**src/rtl/serial_add_ctrl.sv**
```systemverilog
// Bit-serial adder sequencer: one mux-based full adder cell, one bit per cycle,
// LSB first, operands in and result out over valid/ready handshakes.

module full_adder (
    input  logic a,
    input  logic b,
    input  logic c_in,
    output logic sum,
    output logic c_out
);

    logic p;

    assign p     = a ^ b;
    assign sum   = p ? ~c_in : c_in;
    assign c_out = p ? c_in : a;

endmodule

module serial_add_ctrl #(
    parameter int W = 8
) (
    input  logic         clk,
    input  logic         reset_n,
    input  logic         in_valid,
    output logic         in_ready,
    input  logic [W-1:0] a,
    input  logic [W-1:0] b,
    input  logic         c_in,
    output logic         out_valid,
    input  logic         out_ready,
    output logic [W-1:0] sum,
    output logic         c_out,
    output logic         busy
);

    localparam int CW = (W > 1) ? $clog2(W) : 1;

    typedef enum logic [1:0] {
        IDLE = 2'd0,
        RUN  = 2'd1,
        DONE = 2'd2,
        BAD  = 2'd3
    } state_t;

    state_t        state;
    logic [W-1:0]  a_sh;
    logic [W-1:0]  b_sh;
    logic [W-1:0]  sum_sh;
    logic          carry;
    logic [CW-1:0] cnt;
    logic          fa_sum;
    logic          fa_cout;

    full_adder fa (
        .a     (a_sh[0]),
        .b     (b_sh[0]),
        .c_in  (carry),
        .sum   (fa_sum),
        .c_out (fa_cout)
    );

    always_ff @(posedge clk or negedge reset_n) begin
        if (!reset_n) begin
            state  <= IDLE;
            a_sh   <= '0;
            b_sh   <= '0;
            sum_sh <= '0;
            carry  <= 1'b0;
            cnt    <= '0;
        end else begin
            case (state)
                IDLE: begin
                    if (in_valid) begin
                        a_sh   <= a;
                        b_sh   <= b;
                        carry  <= c_in;
                        cnt    <= '0;
                        sum_sh <= '0;
                        state  <= RUN;
                    end
                end
                RUN: begin
                    // Sum bits enter at the MSB so bit 0 lands at sum_sh[0] after W shifts
                    sum_sh <= {fa_sum, sum_sh[W-1:1]};
                    carry  <= fa_cout;
                    a_sh   <= a_sh >> 1;
                    b_sh   <= b_sh >> 1;
                    if (cnt == CW'(W - 1))
                        state <= DONE;
                    else
                        cnt <= cnt + CW'(1);
                end
                DONE: begin
                    if (out_ready)
                        state <= IDLE;
                end
                default: state <= IDLE;
            endcase
        end
    end

    assign in_ready  = (state == IDLE);
    assign busy      = (state == RUN);
    assign out_valid = (state == DONE);
    assign sum       = sum_sh;
    assign c_out     = carry;

endmodule

```
**config.mk**
```make
export PLATFORM = sky130hd
export DESIGN_NAME = serial_add_ctrl
export DESIGN_NICKNAME = d
export VERILOG_FILES = /design/src/rtl/serial_add_ctrl.sv
export SDC_FILE = /design/constraint.sdc
export NUM_CORES = 1
export LEC_CHECK = 0
export BUFFER_PORTS_ARGS = -buffer_cell sky130_fd_sc_hd__buf_2
export CELL_PAD_IN_SITES_DETAIL_PLACEMENT = 1
export CELL_PAD_IN_SITES_GLOBAL_PLACEMENT = 1
export CORE_MARGIN = 4
export CORE_UTILIZATION = 41
export CTS_CLUSTER_SIZE = 25
export DETAILED_ROUTE_END_ITERATION = 10
export HOLD_SLACK_MARGIN = 0.08
export MAX_ROUTING_LAYER = met4
export PLACE_DENSITY_LB_ADDON = 0.12
export SLEW_MARGIN = 5
export SYNTH_ARGS = -nofsm -noshare
export SYNTH_HDL_FRONTEND = slang
export SYNTH_HIERARCHICAL = 1
export SYNTH_SLANG_ARGS = --single-unit
```
**constraint.sdc**
```tcl
create_clock -name clk -period 1.6 [get_ports clk]
set_input_delay 0.16 -clock clk [delete_from_list [all_inputs] [get_ports clk]]
set_output_delay 0.16 -clock clk [all_outputs]
set_load 0.05 [all_outputs]
```
==> results.yml <==
run_status:
  status: "finished, final reports clean"
sta:
  fin_skew_ns: 0.00390
  rsz0062_at_grt: "false"
  clock.fmax_mhz: 675
  setup_viol: 0
  slew-limit-headroom_pct: 54.6
  tightest_slew_ns: 0.680
  min_period_ns: 1.48
  whs_ns: 0.122
  hold_viol: 0
  drv_slew: 0
  timing.final.ws_setup_ns: 0.120
  fin_tns_setup_ns: 0
  period_share_pct: 92.5
clock_tree:
  cts_buffers: 5
  cts_tree: "built"
  postCtsSetupRepairBufs: 0
  clk_pin_slew_ns: 0.06
  cts.path.max_buffers: 2
  clock_sinks: 30
  cts_root_buffer: "clkbuf_8"
  htree_levels: 2
  clock_latency_ns: 0.28
worst_setup_path:
  crit_arrival_ns: 1.32
  path_delay_family: "flip-flops"
  end_kind: "primary output"
  worst_r2r_path_depth: 5
  crit_end: "busy"
  cp_num_cells: 3
  r2r-start: "cnt[0]"
  r2r_end: "cnt[0]"
  critPathMaxStageDelay_ns: 0.48
  start_kind: "register"
  worstPathCellList: "nand2b_4, inv_2, buf_4"
  startpoint: "state[1]"
  regToRegSetupSlack_ns: 0.13
  worst-setup-path-type: "reg2out"
  critPathMaxFanout: 10
  cp.required_ns: 1.44
  critPathSlowestCell: "dfrtp_1"
  path_buf_inv: 2
hold_path:
  hold_class: "in2reg"
  hold_start: "b[7]"
  hold_depth: 3
place:
  dpl.hpwl_um: 2500
  pre_cts_ws_ns: 0.117
  place_congestion: 0.723
  numPlacedInstances: 210
  numPortBuffers: 32
route:
  wl_um: 3620
  postRouteAntennaNets: 0
  vias_per_cell: 5.66
  num_vias: 1245
  wl_per_cell_um: 16.5
  drc: 0
  drt-pass1-iter-count: 4
  drt_iter0_markers: 40
logic_synthesis:
  synth-seq-cells: 30
  synth_top_area_cell: "dfrtp_1"
  synthTopCellsByCount: "dfrtp_1 (30), nor3_1 (29), o22ai_1 (15)"
  post-synth-top-count-cell: "dfrtp_1"
  yosysSeqAreaShare_pct: 49.3
  synth_warnings: 6
  syn_nets: 162
  yosysTopAreaCellShare_pct: 49.3
  synth_top_flop_cell: "dfrtp_1"
  synth_cells: 139
  avgSynthCellArea_um2: 11.0
  async_reset_ff_share_pct: 100
  synth_area_leaders: "dfrtp_1 (49%), nor3_1 (9.5%), a22o_1 (7.5%)"
  synth_edf_count: 0
  syn_area_um2: 1520
  yosysUniqueCellTypes: 24
global_routing:
  grt_usage_pct: 18.0
  grt_pass1_wl_um: 6050
  grt_antenna_before_repair: 0
  grt-ovfl-total: 0
  grt_pass1_vias: 1294
  grt_start_max_net_pins: 31
floorplan:
  die_area_um2: 4760
  num_io_pins: 33
  num_rows: 21
  dieWidth_um: 69.0
  core_um2: 3470
  start_util_pct: 43.9
  die_y_um: 69.0
cells_and_area:
  area_growth_pct: 18.7
  diodes: 0
  drive_above_1_share_pct: 33.9
  fillers: 416
  instances_no_fill: 220
  nets: 196
job:
  drv_cap: 0
power_and_ir_drop:
  ir_drop_mv: 1.07
  p_leak_nw: 0.829
  cellPowerDensity_nw_per_um2: 2190
  power_mw: 3.97
==> placed cells by master (no fill, tap or decap), drive strengths merged, types with 2 or more instances in the layout <==
cell	netlist	routed
buf	12	37
inv	3	3
o21ai	4	4
nand2	4	4
nor2	8	8
clkbuf	0	8
o32ai	3	3
nor3	36	36
o22ai	15	15
a22o	13	13
nand2b	2	2
dfrtp	30	30
ha	2	2
dlygate4sd3	0	2
==> stage by stage <==
stage,area (um2),utilization (%)
floorplan,1520,-
global placement,1680,48.3
detailed placement,1680,48.3
CTS,1810,52.1
global route,1810,52.2
finish,1810,52.2
==> layer usage <==
layer | GRT usage, % | share of wire (%) | vias up
met1 | 22.0 | 44 | 613
li1 | - | - | 593
met3 | 4.86 | 4.9 | 8
met4 | 8.03 | 1.9 | 0
met5 | - | 0 | -
met2 | 27.7 | 49 | 31
==> what timing repair did <==
action / CTS / global route
endpoints found under the setup margin: 0 / 1
hold buffers: 2 / 0
gates resized for setup: 0 / 2
hold endpoints to repair: 31 / 0
==> worst min path at each step <==
stage	end	slack [ns]
2_1_floorplan	a_sh[0]	-0.14
3_3_place_gp	b_sh[3]	0.23
3_5_place_dp	b_sh[3]	0.24
4_1_cts	b_sh[7]	0.11
5_1_grt	b_sh[7]	0.12
6_report	b_sh[7]	0.12
==> cell families (layout without fill, tap and decap cells) <==
group	after synthesis	after routing	share of synthesized area, %
multiplexers	2	2	1.40
AND/OR/NAND/NOR	52	52	20.0
buffers and inverters	15	50	8.29
AO/OA/AOI/OAI	36	36	17.2
adder cells (fa/ha/maj)	3	3	2.30
XOR/XNOR	1	1	1.56
flip-flops	30	30	49.3
==> report_power, final <==
part | internal [mW] | switching [mW]
logic | 0.740 | 1.11
clock network | 0.434 | 0.277
registers | 1.10 | 0.305
==> tightest hold or removal path: cells and delay by family <==
| family | cells | cell delay (ns) |
|---|---|---|
| compound gates | 1 | 0.06 |
| buf+inv | 1 | 0.10 |
| simple gates | 1 | 0.04 |
==> cell type report <==
class                   count  area [um2]  share of cell area [%]
repair buffers             39         233                    12.9
multi-input cells          94         647                    35.8
flip-flops and latches     30         751                    41.5
well taps                  46        57.6                    3.18
clock buffers               8         110                    6.09
inverters                   3        11.3                   0.622
==> registers in the layout, indices dropped and copies added (netlist names) <==
| name | flops |
|---|---|
| sum | 8 |
| cnt | 3 |
| state | 2 |
| c_out | 1 |
| b_sh | 8 |
| a_sh | 8 |
(Power assumes the default switching activity.)
